[config.mk]
export PLATFORM = sky130hd
export DESIGN_NAME = fifo_wr_front_flat
export DESIGN_NICKNAME = d
export VERILOG_FILES = /design/src/rtl/fifo_wr_front_if.sv /design/src/rtl/fifo_wr_front.sv /design/src/flat_wrapper.sv
export SDC_FILE = /design/constraint.sdc
export NUM_CORES = 1
export LEC_CHECK = 0
export ABC_AREA = 1
export BUFFER_PORTS_ARGS = -buffer_cell sky130_fd_sc_hd__buf_4
export CAP_MARGIN = 15
export CORE_ASPECT_RATIO = 0.8
export CORE_UTILIZATION = 51
export DETAILED_ROUTE_END_ITERATION = 10
export GPL_ROUTABILITY_DRIVEN = 0
export PLACE_DENSITY_LB_ADDON = 0.25
export SYNTH_ARGS = -nofsm -noshare
export SYNTH_HDL_FRONTEND = slang
export SYNTH_SLANG_ARGS = --single-unit
[constraint.sdc]
create_clock -name wr_clk -period 2.65 [get_ports wr_clk]
set_clock_uncertainty 0.15 [all_clocks]
set_input_delay 0.1325 -clock wr_clk [delete_from_list [all_inputs] [get_ports wr_clk]]
set_output_delay 0.1325 -clock wr_clk [all_outputs]
set_load 0.005 [all_outputs]
[src/rtl/fifo_wr_front_if.sv]
// rtl/fifo_wr_front_if.sv - producer, pointer-block, RAM and CDC signals of the FIFO write front end
interface fifo_wr_front_if #(
    parameter int N  = 4,
    parameter int DW = 8
);
    logic          s_valid;
    logic [DW-1:0] s_data;
    logic          s_ready;
    logic [N-1:0]  wr_ptr;
    logic          o_fifo_full;
    logic [N-1:0]  rd_ptr_gray;
    logic          wr_en;
    logic [N-2:0]  wr_addr;
    logic [DW-1:0] wr_data;
    logic [N-1:0]  rd_ptr_sync;
    logic [N-1:0]  wr_ptr_gray;
    logic [N-1:0]  fill_level;
    logic          almost_full;

    modport slave (
        input  s_valid, s_data, wr_ptr, o_fifo_full, rd_ptr_gray,
        output s_ready, wr_en, wr_addr, wr_data, rd_ptr_sync, wr_ptr_gray, fill_level, almost_full
    );

    modport master (
        output s_valid, s_data, wr_ptr, o_fifo_full, rd_ptr_gray,
        input  s_ready, wr_en, wr_addr, wr_data, rd_ptr_sync, wr_ptr_gray, fill_level, almost_full
    );
endinterface

[src/rtl/fifo_wr_front.sv]
// rtl/fifo_wr_front.sv - async FIFO write-domain front end: skid handshake, read-pointer sync, Gray out, level
module fifo_wr_front #(
    parameter int N           = 4,
    parameter int DW          = 8,
    parameter int SYNC_STAGES = 2,
    parameter int AF_THRESH   = 6
) (
    input  logic           wr_clk,
    input  logic           wr_rst,
    fifo_wr_front_if.slave bus
);
    localparam logic [N-1:0] AF_LVL = N'(AF_THRESH);

    logic          skid_valid_q, skid_valid_d;
    logic [DW-1:0] skid_data_q, skid_data_d;
    logic          s_ready_q;
    logic [N-1:0]  sync_q [SYNC_STAGES];
    logic [N-1:0]  rd_bin;
    logic [N-1:0]  rd_ptr_sync_q;
    logic [N-1:0]  wr_ptr_gray_q;
    logic          accept;
    logic          avail;
    logic          wr_en;
    logic [N-1:0]  fill;

    assign accept = bus.s_valid && s_ready_q;
    assign avail  = skid_valid_q || accept;
    assign wr_en  = avail && !bus.o_fifo_full;

    // A held skid word drains first; s_ready is low while it is held, so no input competes with it.
    always_comb begin
        skid_valid_d = skid_valid_q;
        skid_data_d  = skid_data_q;
        if (skid_valid_q) begin
            if (!bus.o_fifo_full) begin
                skid_valid_d = 1'b0;
            end
        end else if (accept && bus.o_fifo_full) begin
            skid_valid_d = 1'b1;
            skid_data_d  = bus.s_data;
        end
    end

    always_comb begin
        rd_bin = '0;
        for (int i = 0; i < N; i++) begin
            rd_bin[i] = ^(sync_q[SYNC_STAGES-1] >> i);
        end
    end

    always_ff @(posedge wr_clk or posedge wr_rst) begin
        if (wr_rst) begin
            skid_valid_q  <= 1'b0;
            skid_data_q   <= '0;
            s_ready_q     <= 1'b0;
            rd_ptr_sync_q <= '0;
            wr_ptr_gray_q <= '0;
            for (int i = 0; i < SYNC_STAGES; i++) begin
                sync_q[i] <= '0;
            end
        end else begin
            skid_valid_q  <= skid_valid_d;
            skid_data_q   <= skid_data_d;
            s_ready_q     <= !skid_valid_d;
            sync_q[0]     <= bus.rd_ptr_gray;
            for (int i = 1; i < SYNC_STAGES; i++) begin
                sync_q[i] <= sync_q[i-1];
            end
            rd_ptr_sync_q <= rd_bin;
            wr_ptr_gray_q <= bus.wr_ptr ^ (bus.wr_ptr >> 1);
        end
    end

    // The synchronised read pointer lags, so this level can only over-report.
    assign fill = bus.wr_ptr - rd_ptr_sync_q;

    assign bus.s_ready     = s_ready_q;
    assign bus.wr_en       = wr_en;
    assign bus.wr_addr     = bus.wr_ptr[N-2:0];
    assign bus.wr_data     = skid_valid_q ? skid_data_q : bus.s_data;
    assign bus.rd_ptr_sync = rd_ptr_sync_q;
    assign bus.wr_ptr_gray = wr_ptr_gray_q;
    assign bus.fill_level  = fill;
    assign bus.almost_full = (fill >= AF_LVL);
endmodule

[src/flat_wrapper.sv]
// flat-port wrapper written by rule: the top's interface ports become plain ports
module fifo_wr_front_flat 
#(
    parameter int N           = 4,
    parameter int DW          = 8,
    parameter int SYNC_STAGES = 2,
    parameter int AF_THRESH   = 6
)
  (wr_clk, wr_rst, bus_s_valid, bus_s_data, bus_wr_ptr, bus_o_fifo_full, bus_rd_ptr_gray, bus_s_ready, bus_wr_en, bus_wr_addr, bus_wr_data, bus_rd_ptr_sync, bus_wr_ptr_gray, bus_fill_level, bus_almost_full);
  fifo_wr_front_if #(.N(N), .DW(DW)) bus_i ();
  input  logic wr_clk;
  input  logic wr_rst;
  input wire logic [$bits(bus_i.s_valid)-1:0] bus_s_valid;
  input wire logic [$bits(bus_i.s_data)-1:0] bus_s_data;
  input wire logic [$bits(bus_i.wr_ptr)-1:0] bus_wr_ptr;
  input wire logic [$bits(bus_i.o_fifo_full)-1:0] bus_o_fifo_full;
  input wire logic [$bits(bus_i.rd_ptr_gray)-1:0] bus_rd_ptr_gray;
  output wire logic [$bits(bus_i.s_ready)-1:0] bus_s_ready;
  output wire logic [$bits(bus_i.wr_en)-1:0] bus_wr_en;
  output wire logic [$bits(bus_i.wr_addr)-1:0] bus_wr_addr;
  output wire logic [$bits(bus_i.wr_data)-1:0] bus_wr_data;
  output wire logic [$bits(bus_i.rd_ptr_sync)-1:0] bus_rd_ptr_sync;
  output wire logic [$bits(bus_i.wr_ptr_gray)-1:0] bus_wr_ptr_gray;
  output wire logic [$bits(bus_i.fill_level)-1:0] bus_fill_level;
  output wire logic [$bits(bus_i.almost_full)-1:0] bus_almost_full;
  assign bus_i.s_valid = bus_s_valid;
  assign bus_i.s_data = bus_s_data;
  assign bus_i.wr_ptr = bus_wr_ptr;
  assign bus_i.o_fifo_full = bus_o_fifo_full;
  assign bus_i.rd_ptr_gray = bus_rd_ptr_gray;
  assign bus_s_ready = bus_i.s_ready;
  assign bus_wr_en = bus_i.wr_en;
  assign bus_wr_addr = bus_i.wr_addr;
  assign bus_wr_data = bus_i.wr_data;
  assign bus_rd_ptr_sync = bus_i.rd_ptr_sync;
  assign bus_wr_ptr_gray = bus_i.wr_ptr_gray;
  assign bus_fill_level = bus_i.fill_level;
  assign bus_almost_full = bus_i.almost_full;
  fifo_wr_front #(.N(N), .DW(DW), .SYNC_STAGES(SYNC_STAGES), .AF_THRESH(AF_THRESH)) u_core (.wr_clk(wr_clk), .wr_rst(wr_rst), .bus(bus_i));
endmodule
==> reports/metrics.yaml, run 1 <==
run_status:
  outcome: "completed"
route:
  ant_nets: 0
  via_per_inst: 4.608
  routed_wire_length_per_instance_um: 11.65
  vias: 940
  routed_wl_um: 2376
  drcViolationCount: 0
  drt_first_iter_violations: 20
  firstDrtPassIters: 4
worst_setup_path:
  critPathRequiredTime_ns: 2.37
  cp.arrival_ns: 1.90
  cp-start-kind: "input pin"
  crit_type: "in -> out"
  timing.rr.start: "u_core.skid_valid_q$_DFF_PP0_"
  critPathMaxFanout: 3
  endpoint_kind: "primary output"
  reg2regPathDepth: 4
  reg2reg_slack_ns: 0.91
  r2r-end: "u_core.bus.s_ready$_DFF_PP0_"
grt:
  grt_max_degree: 27
  grt_pass1_wl_um: 3691
  grt_pass1_vias: 846
  track_usage: 0.1994
  grt-ovfl-total: 0
  antenna_found_initial: 0
logic_synthesis:
  synth_top_area_frac: 0.5573
  avgSynthCellArea_sq_um: 10.15
  ys_seq_area_frac: 0.5573
  synthTopCellsByArea: "dfrtp_1 (56%), nand2_1 (8.4%), inv_1 (6.8%)"
  synth.distinct_cells: 18
  ys_seq_elements: 26
  syn_inst: 115
  synth_top_area_cell: "dfrtp_1"
  synth_fp_nets: 139
  synthesis.area_sq_um: 1167
  synth.yosys.warnings: 0
pwr:
  switching_share: 0.2600
  powerDensity_nw_per_um2: 580.2
  p_clk_frac: 0.264
  p_int_w: 0.0007500
  p_seq_frac: 0.468
  irDropWorstVdd_v: 0.0006148
  combinationalPowerShare: 0.268
  power.switching_w: 0.0002635
  p_leak_nw: 0.9172
clock_network:
  clkSinkCount: 26
  cts_tree: "yes"
  worstSkewPairLatency_ns: 0.32
  htree_levels: 1
  clkSlewWorstSetupHoldPaths_ns: 0.13
  max-clock-path-buffers: 2
  post_cts_resize_count: 0
  numCtsBuffers: 3
  cts_root_buffer: "clkbuf_4"
floorplan:
  ios: 46
  die_area_sq_um: 2485
  start_util: 0.5409
  rows: 15
  fp.dieH_um: 44.79
  core_area_sq_um: 2158
  fp.dieW_um: 55.49
timing:
  tightest_slew_ns: 0.9337
  slew_headroom: 0.3768
  setup_viol: 0
  hold_violations: 0
  fin_crit_sh: 0.8244
  drv_slew: 0
  fin_setup_tns_ns: 0
  fmax_mhz: 457.7
  period_needed_ns: 2.185
  rsz0062_at_grt: "false"
hold_path:
  hold_class: "in -> reg"
  min_delay_path_depth: 5
  min_from: "bus_s_valid"
  holdPathEnd: "u_core.skid_valid_q$_DFF_PP0_"
layout:
  diodes: 0
  nFillCells: 144
  drive_gt1_frac: 0.3408
  area_delta_synth_final_pct: 49.63
  nNetsFinal: 204
  instances_no_fill: 204
job:
  maxCapViolations: 0
place:
  port_buffers: 45
  place_hpwl_um: 1618
  dp_cells: 180
==> cell type report <==
type	count	area, sq um	share of cell area
timing repair buffer	65	538.0	0.3080
inverter	22	82.58	0.04728
sequential	26	650.6	0.3725
multi-input combinational	62	391.6	0.2242
tap	25	31.28	0.01791
clock buffer	3	22.52	0.01289
clock inverter	1	30.03	0.01719
==> cell usage in the layout, fill, tap and decap left out <==
master | netlist | layout
a21oi_1 | 2 | 2
buf_4 | 3 | 45
bufinv_16 | 0 | 1
clkbuf_4 | 0 | 3
dfrtp_1 | 26 | 26
dlygate4sd3_1 | 0 | 20
fa_1 | 1 | 1
ha_1 | 3 | 3
inv_1 | 21 | 21
inv_2 | 1 | 1
nand2_1 | 26 | 26
nand2_2 | 2 | 2
nand2b_1 | 1 | 1
nand3_1 | 3 | 3
nand4_4 | 1 | 1
o21ai_0 | 8 | 8
o21ai_2 | 8 | 8
xnor2_1 | 4 | 4
xor2_1 | 3 | 3
==> logic make-up (layout without fill, tap and decap cells) <==
group                      after synthesis  count (layout)  synth area share
buffers and inverters                   27              91            0.1072
adders and majority gates                4               4           0.04931
DFF                                     26              26            0.5573
AOI/OAI and AO/OA                       18              18            0.1029
xor gates and xnor gates                 7               7           0.05252
and+or+nand+nor                         33              33            0.1308
==> what timing repair did <==
item | CTS | global route
hold buffers | 20 | 0
hold endpoints to repair | 44 | 0
setup buffers | 0 | 0
==> cells in the mapped netlist (all sizes together) <==
library cell,count
xor2,3
o21ai,16
fa,1
a21oi,2
buf,5
nand4,1
inv,22
ha,3
dfrtp,26
nand2,28
xnor2,4
nand2b,1
nand3,3
==> through the flow <==
step	utilization	power (W)	worst slack [ns]	cell area, sq um	hold WS (ns)
final	0.8093	0.001013	0.4652	1747	0.02180
after global routing	0.8093	0.001072	0.3531	1747	0.02745
after CTS	0.8093	0.001023	0.4769	1747	0.01697
after detailed placement	0.6922	0.0007277	0.8998	1494	0.09291
after global placement	0.6922	0.0007111	0.9972	1494	0.09183
after floorplan	-	0.0006024	1.036	1167	0.01393
==> power by group through the flow <==
| stage | Combinational, W | Clock (W) | Sequential [W] |
|---|---|---|---|
| 4_1_cts | 0.000273 | 0.000276 | 0.000474 |
| 3_5_place_dp | 0.000246 | 0 | 0.000482 |
| 2_1_floorplan | 0.000127 | 0 | 0.000475 |
| 3_3_place_gp | 0.000232 | 0 | 0.000479 |
| 6_report | 0.000271 | 0.000268 | 0.000474 |
| 5_1_grt | 0.000298 | 0.000295 | 0.000479 |
==> per-layer routing <==
metal  routed length, um  track usage  vias up
met2                1369       0.4048       30
met1                 905       0.2125      434
met5                   0            0        -
met3                  96      0.06017        2
met4                   4      0.03000        0
li1                    -            -      474
==> registers in the layout (all words and copies together) (netlist names) <==
name and count:
u_core.bus.wr_ptr_gray 4, u_core.skid_data_q 8, u_core.bus.rd_ptr_sync 4, u_core.sync_q 8, u_core.skid_valid_q 1, u_core.bus.s_ready 1
==> worst max-delay path by stage <==
stage | startpoint | endpoint | cells past startpoint | slack, ns
floorplan | u_core.bus.rd_ptr_sync[0]$_DFF_PP0_ | bus_almost_full | 5 | 1.04
global placement | u_core.bus.rd_ptr_sync[0]$_DFF_PP0_ | bus_almost_full | 6 | 1.0
detailed placement | u_core.bus.rd_ptr_sync[0]$_DFF_PP0_ | bus_almost_full | 6 | 0.90
CTS | bus_wr_ptr[0] | bus_almost_full | 9 | 0.48
global route | bus_wr_ptr[0] | bus_almost_full | 9 | 0.35
finish | bus_wr_ptr[0] | bus_almost_full | 9 | 0.47
==> critical path, cell delays in order <==
cell and delay, ns:
dlygate4sd3_1 0.53, buf_4 0.12, inv_1 0.04, ha_1 0.21
fa_1 0.40, xnor2_1 0.21, nand2_1 0.07, nand3_1 0.08
buf_4 0.10
(Power assumes the default switching activity.)
==> run 2, diff against run 1 <==
--- a/config.mk
+++ b/config.mk
@@ -5,11 +5,11 @@
 export SDC_FILE = /design/constraint.sdc
 export NUM_CORES = 1
 export LEC_CHECK = 0
-export ABC_AREA = 1
+export ABC_AREA = 0
 export BUFFER_PORTS_ARGS = -buffer_cell sky130_fd_sc_hd__buf_4
 export CAP_MARGIN = 15
 export CORE_ASPECT_RATIO = 0.8
-export CORE_UTILIZATION = 51
+export CORE_UTILIZATION = 46
 export DETAILED_ROUTE_END_ITERATION = 10
 export GPL_ROUTABILITY_DRIVEN = 0
 export PLACE_DENSITY_LB_ADDON = 0.25
==> constraint.sdc (replaced) <==
create_clock -name wr_clk -period 2.3 [get_ports wr_clk]
set_clock_uncertainty 0.15 [all_clocks]
set_input_delay 0.115 -clock wr_clk [delete_from_list [all_inputs] [get_ports wr_clk]]
set_output_delay 0.115 -clock wr_clk [all_outputs]
set_load 0.005 [all_outputs]
==> reports/metrics.yaml, run 2 <==
floorplan:
  fp.dieW_um: 56.45  # +1.7%
  rows: 15  # unchanged
  die_area_sq_um: 2572  # +3.5%
  core_area_sq_um: 2196  # +1.7%
  fp.dieH_um: 45.56  # +1.7%
  start_util: 0.4969  # -0.04400
  ios: 46  # unchanged
place:
  port_buffers: 45  # unchanged
  place_hpwl_um: 1499  # -7.4%
  place_ws_ns: 0.5499  # -0.3499 ns
layout:
  diodes: 0  # unchanged
  layout_common_cells: "buf_4 (45), dfrtp_1 (26), dlygate4sd3_1 (19)"
  top_regs: "u_core.skid_data_q: 8 flops, u_core.sync_q: 8 flops"
  nNetsFinal: 166  # -19%
  drive_gt1_frac: 0.4681  # +0.1273
  mostFrequentLayoutCell: "buf_4"
  area_delta_synth_final_pct: 53.56
route:
  wl_met1_um: 774  # -14%
  dr_wl_met2_um: 1216  # -11%
  drt_first_iter_violations: 18  # -10%
  firstDrtPassIters: 3  # -1
  highest_layer: "met4"
  routed_wl_um: 2120  # -11%
  vias: 807  # -14%
  routed-wl-met3_um: 118  # +23%
  ant_nets: 0  # unchanged
  routed_wire_length_per_instance_um: 12.77  # +9.7%
  drcViolationCount: 0  # unchanged
  via_per_inst: 4.861  # +5.5%
timing:
  hold_violations: 0  # unchanged
  rsz0062_at_grt: "false"
  holdWs_ns: 0.03522  # +0.01342 ns
  drv_slew: 0  # unchanged
  fin_crit_sh: 0.9363
  period_needed_ns: 2.154
  setup_ws_ns: 0.1464  # -0.3188 ns
  fin_setup_tns_ns: 0  # unchanged
  tightest_slew_ns: 0.9397  # +0.005943 ns
  setup_viol: 0  # unchanged
  slew_headroom: 0.3729  # -0.003966
  fmax_mhz: 464.3
grt:
  grt_max_degree: 27  # unchanged
  track_usage: 0.1779  # -0.02142
  grt_pass1_wl_um: 3394  # -8.0%
  antenna_found_initial: 0  # unchanged
  grt_pass1_vias: 825  # -2.5%
  grt-ovfl-total: 0  # unchanged
clock_network:
  cts_tree: "yes"
  cts_root_buffer: "clkbuf_4"
  worstSkewPairLatency_ns: 0.32  # about the same
  post-cts-setup-buffer-count: 0  # unchanged
  max-clock-path-buffers: 2  # unchanged
  numCtsBuffers: 3  # unchanged
  htree_levels: 1  # unchanged
  clkSinkCount: 26  # unchanged
  clkSlewWorstSetupHoldPaths_ns: 0.14  # about the same
logic_synthesis:
  synth_top_area_cell: "dfrtp_1"
  synthArstFlopShare: 1.000  # unchanged
  ys_seq_elements: 26  # unchanged
  synth-edff-count: 0  # unchanged
  synthFlopType: "dfrtp_1"
  synth.yosys.warnings: 0  # unchanged
  synthTopCellsByArea: "dfrtp_1 (60%), mux2_2 (17%), xor2_1 (5.6%)"
  avgSynthCellArea_sq_um: 14.17  # +40%
  synth_fp_nets: 101  # -27%
  ys_seq_area_frac: 0.5963  # +0.03899
  synth.most_common_cell: "dfrtp_1"
  synthesis.area_sq_um: 1091  # -6.5%
  syn_inst: 77  # -33%
  synth_commonest_cells: "dfrtp_1 (26), mux2_2 (16), inv_1 (8), xor2_1 (7)"
  synth_top_area_frac: 0.5963  # +0.03899
  synth.distinct_cells: 17  # -1
worst_setup_path:
  endpoint_kind: "primary output"
  cp-start-kind: "input pin"
  cp.arrival_ns: 1.89  # about the same
  critPathRequiredTime_ns: 2.04  # -0.33 ns
  crit_type: "in -> out"
  critPathMaxFanout: 3  # unchanged
pwr:
  irDropWorstVdd_v: 0.0006128  # -0.33%
  p_total_w: 0.001167  # +15%
  p_leak_nw: 0.8309  # -9.4%
  powerDensity_nw_per_um2: 696.8  # +20%
job:
  maxCapViolations: 0  # unchanged
run_status:
  outcome: "completed"
hold_path:
  hold_class: "in -> reg"
run 2: cell count changes in the layout (fill, tap and decap cells not counted), sizes merged, moves of 3 or more:
| cell | change |
|---|---|
| inv | -14 |
| mux2 | +16 |
| nand2 | -27 |
| nand3 | -3 |
| o21ai | -15 |
| xnor2 | -3 |
| xor2 | +4 |
run 2: metal layers:
metal  GRT usage  vias to the layer above
met2      0.3624                       28
met1      0.1862                      400
met5           0                        -
met4     0.02927                        0
li1            -                      377
met3     0.05398                        2
run 2: cells by family (layout without fill, tap and decap cells):
group	after synthesis	count (layout)	synth area share
AOI/OAI and AO/OA	4	4	0.01834
xor gates and xnor gates	8	8	0.06422
adders and majority gates	4	4	0.05276
buffers and inverters	12	76	0.05275
DFF	26	26	0.5963
muxes	16	16	0.1651
and+or+nand+nor	7	7	0.05047
run 2: where the power goes:
| part | internal (W) | switching (W) | leakage [nW] |
|---|---|---|---|
| Sequential | 0.000516 | 0.0000326 | 0.304 |
| Combinational | 0.000196 | 0.000112 | 0.499 |
| Clock | 0.000176 | 0.000135 | 0.0279 |
run 2: path summary, 6_finish.rpt:
| path | startpoint | to | slack [ns] | depth (start not counted) |
|---|---|---|---|---|
| worst max-delay path | bus_wr_ptr[0] | bus_almost_full | 0.15 | 9 |
| worst min register to register | u_core.sync_q[4]$_DFF_PP0_ | u_core.sync_q[0]$_DFF_PP0_ | 0.21 | 0 |
| worst min-delay path | bus_s_valid | u_core.bus.s_ready$_DFF_PP0_ | 0.04 | 3 |
| worst max register to register | u_core.skid_valid_q$_DFF_PP0_ | u_core.skid_data_q[3]$_DFFE_PP0P_ | 0.82 | 2 |
| min in group asynchronous | wr_rst | u_core.sync_q[1]$_DFF_PP0_ | 0.40 | 3 |
| max in group asynchronous | wr_rst | u_core.skid_data_q[6]$_DFFE_PP0P_ | 1.03 | 3 |
run 2: through the flow:
stage                 util  instances  cell area [sq um]
detailed placement  0.6524        143               1433
finish              0.7630        166               1675
CTS                 0.7630        166               1675
global route        0.7630        166               1675
floorplan                -         77               1091
global placement    0.6524        143               1433
run 2: critical path: stages:
cell and delay [ns]:
dlygate4sd3_1 0.53, buf_4 0.12, inv_1 0.04, ha_1 0.20, fa_1 0.39, xnor2_1 0.20
nand2_1 0.07, o21ai_0 0.08, buf_4 0.14
run 2: cell type report:
class,instances,area (sq um)
Timing Repair Buffer,64,528.0
Sequential cell,26,650.6
Clock inverter,1,30.03
Multi-Input combinational cell,39,382.9
Tap cell,25,31.28
Inverter,8,30.03
Fill cell,143,520.5
Clock buffer,3,22.52
run 2: repair_timing:
item                                   in CTS  in global routing
endpoints found under the hold margin      44                  0
gates resized for setup                     0                  0
hold buffers                               19                  0
==> run 3, diff against run 2 <==
--- a/config.mk
+++ b/config.mk
@@ -9,7 +9,7 @@
 export BUFFER_PORTS_ARGS = -buffer_cell sky130_fd_sc_hd__buf_4
 export CAP_MARGIN = 15
 export CORE_ASPECT_RATIO = 0.8
-export CORE_UTILIZATION = 46
+export CORE_UTILIZATION = 40
 export DETAILED_ROUTE_END_ITERATION = 10
 export GPL_ROUTABILITY_DRIVEN = 0
 export PLACE_DENSITY_LB_ADDON = 0.25
==> reports/metrics.yaml, run 3 (same netlist as run 2, synthesis figures left out) <==
worst_setup_path:
  crit_type: "in -> out"
  endpoint_kind: "primary output"
  cp.arrival_ns: 1.87  # -0.02 ns
  cp-start-kind: "input pin"
  critPathRequiredTime_ns: 2.04  # about the same
  critPathMaxFanout: 3  # unchanged
  timing.rr.start: "u_core.skid_valid_q$_DFF_PP0_"
  r2r-end: "u_core.skid_data_q[1]$_DFFE_PP0P_"
  reg2regPathDepth: 2  # unchanged
  reg2reg_slack_ns: 0.79  # -0.03 ns
clock_network:
  cts_tree: "yes"
  post_cts_resize_count: 0  # unchanged
  htree_levels: 1  # unchanged
  clkSinkCount: 26  # unchanged
  cts_root_buffer: "clkbuf_4"
  worstSkewPairLatency_ns: 0.31  # about the same
  max-clock-path-buffers: 2  # unchanged
  numCtsBuffers: 3  # unchanged
  holdBufCountCts: 19  # unchanged
  clkSlewWorstSetupHoldPaths_ns: 0.14  # about the same
  post-cts-setup-buffer-count: 0  # unchanged
grt:
  antenna_found_initial: 0  # unchanged
  grt_pass1_vias: 741  # -10%
  grt_pass1_wl_um: 3263  # -3.9%
  grt-ovfl-total: 0  # unchanged
  grt_max_degree: 27  # unchanged
  track_usage: 0.1541  # -0.02379
layout:
  final_area_sq_um: 1699  # +1.4%
  top_regs: "u_core.skid_data_q: 8 flops, u_core.sync_q: 8 flops"
  diodes: 0  # unchanged
  drive_gt1_frac: 0.4648  # -0.003296
  layout_common_cells: "buf_4 (45), dfrtp_1 (26), dlygate4sd3_1 (20)"
  mostFrequentLayoutCell: "buf_4"
  nNetsFinal: 167  # +0.60%
  area_delta_synth_final_pct: 55.73
place:
  dpl_cell_area_sq_um: 1446  # +0.96%
  place_ws_ns: 0.6107  # +0.06083 ns
  place_hpwl_um: 1408  # -6.1%
  port_buffers: 45  # unchanged
route:
  routed_wire_length_per_instance_um: 11.51  # -9.9%
  drcViolationCount: 0  # unchanged
  firstDrtPassIters: 3  # unchanged
  via_per_inst: 4.365  # -10%
  drt_first_iter_violations: 8  # -10
  vias: 777  # -3.7%
  ant_nets: 0  # unchanged
  routed_wl_um: 2049  # -3.3%
timing:
  hold_violations: 0  # unchanged
  drv_slew: 0  # unchanged
  slew_headroom: 0.3674  # -0.005463
  fin_setup_tns_ns: 0  # unchanged
  fin_crit_sh: 0.9300  # -0.006290
  rsz0062_at_grt: "false"
  setup_viol: 0  # unchanged
  period_needed_ns: 2.139  # -0.01447 ns
  setup_ws_ns: 0.1609  # +0.01447 ns
  tightest_slew_ns: 0.9478  # +0.008185 ns
  fmax_mhz: 467.5  # +0.68%
floorplan:
  ios: 46  # unchanged
  die_area_sq_um: 2942  # +14%
  start_util: 0.4325  # -0.06433
  fp.dieW_um: 60.39  # +7.0%
  rows: 16  # +1
  fp.dieH_um: 48.72  # +6.9%
  core_area_sq_um: 2522  # +15%
hold_path:
  holdPathEnd: "u_core.sync_q[3]$_DFF_PP0_"
  min_from: "u_core.sync_q[7]$_DFF_PP0_"
  hold_class: "reg -> reg"
  min_delay_path_depth: 0  # -3
pwr:
  irDropWorstVdd_v: 0.0004165  # -32%
  powerDensity_nw_per_um2: 681.6  # -2.2%
  p_leak_nw: 0.8351  # +0.50%
run_status:
  outcome: "completed"
job:
  maxCapViolations: 0  # unchanged
## run 3: changes by cell type in the layout (fill, tap and decap cells not counted), sizes merged
cell,delta
dlygate4sd3,+1
## run 3: report_power, final
| part | switching [W] | total (W) | internal, W |
|---|---|---|---|
| clock network | 0.000127 | 0.000303 | 0.000176 |
| registers | 0.0000329 | 0.000549 | 0.000516 |
| logic | 0.000109 | 0.000306 | 0.000197 |
## run 3: final cells by class
cell class / instances / area (sq um)
clock inverters: 1 / 30.03
well taps: 36 / 45.04
multi-input cells: 39 / 382.9
inverters: 8 / 30.03
repair buffers: 65 / 538.0
fillers: 194 / 823.3
clock buffers: 3 / 22.52
flip-flops and latches: 26 / 650.6
## run 3: stage by stage
stage,std cells,total power [W],hold WS [ns],util
floorplan,77,0.0006873,-0.003570,-
global placement,154,0.0008247,0.07408,0.5734
finish,178,0.001158,0.2160,0.6736
global route,178,0.001223,0.2282,0.6736
detailed placement,154,0.0008392,0.07631,0.5734
CTS,177,0.001173,0.002785,0.6696
## run 3: how the worst max path moves through the flow
stage | from | endpoint | slack (ns) | depth (start not counted)
after floorplan | u_core.bus.rd_ptr_sync[0]$_DFF_PP0_ | bus_almost_full | 0.71 | 5
after global placement | u_core.bus.rd_ptr_sync[0]$_DFF_PP0_ | bus_almost_full | 0.65 | 6
after detailed placement | u_core.bus.rd_ptr_sync[0]$_DFF_PP0_ | bus_almost_full | 0.61 | 6
after CTS | bus_wr_ptr[0] | bus_almost_full | 0.19 | 9
after global routing | bus_wr_ptr[0] | bus_almost_full | 0.07 | 9
final | bus_wr_ptr[0] | bus_almost_full | 0.16 | 9
## run 3: layer usage
layer  GRT usage  vias to the layer above  routed length (um)
met4     0.03488                        0                   0
met5           0                        -                   0
met1      0.1561                      375                 798
met3     0.04813                        0                  68
met2      0.2949                       19                1182
li1            -                      383                   -
## run 3: critical path: stages
cell and delay, ns:
dlygate4sd3_1 0.54, buf_4 0.13, inv_1 0.05, ha_1 0.20
fa_1 0.39, xnor2_1 0.19, nand2_1 0.07, o21ai_0 0.07
buf_4 0.14
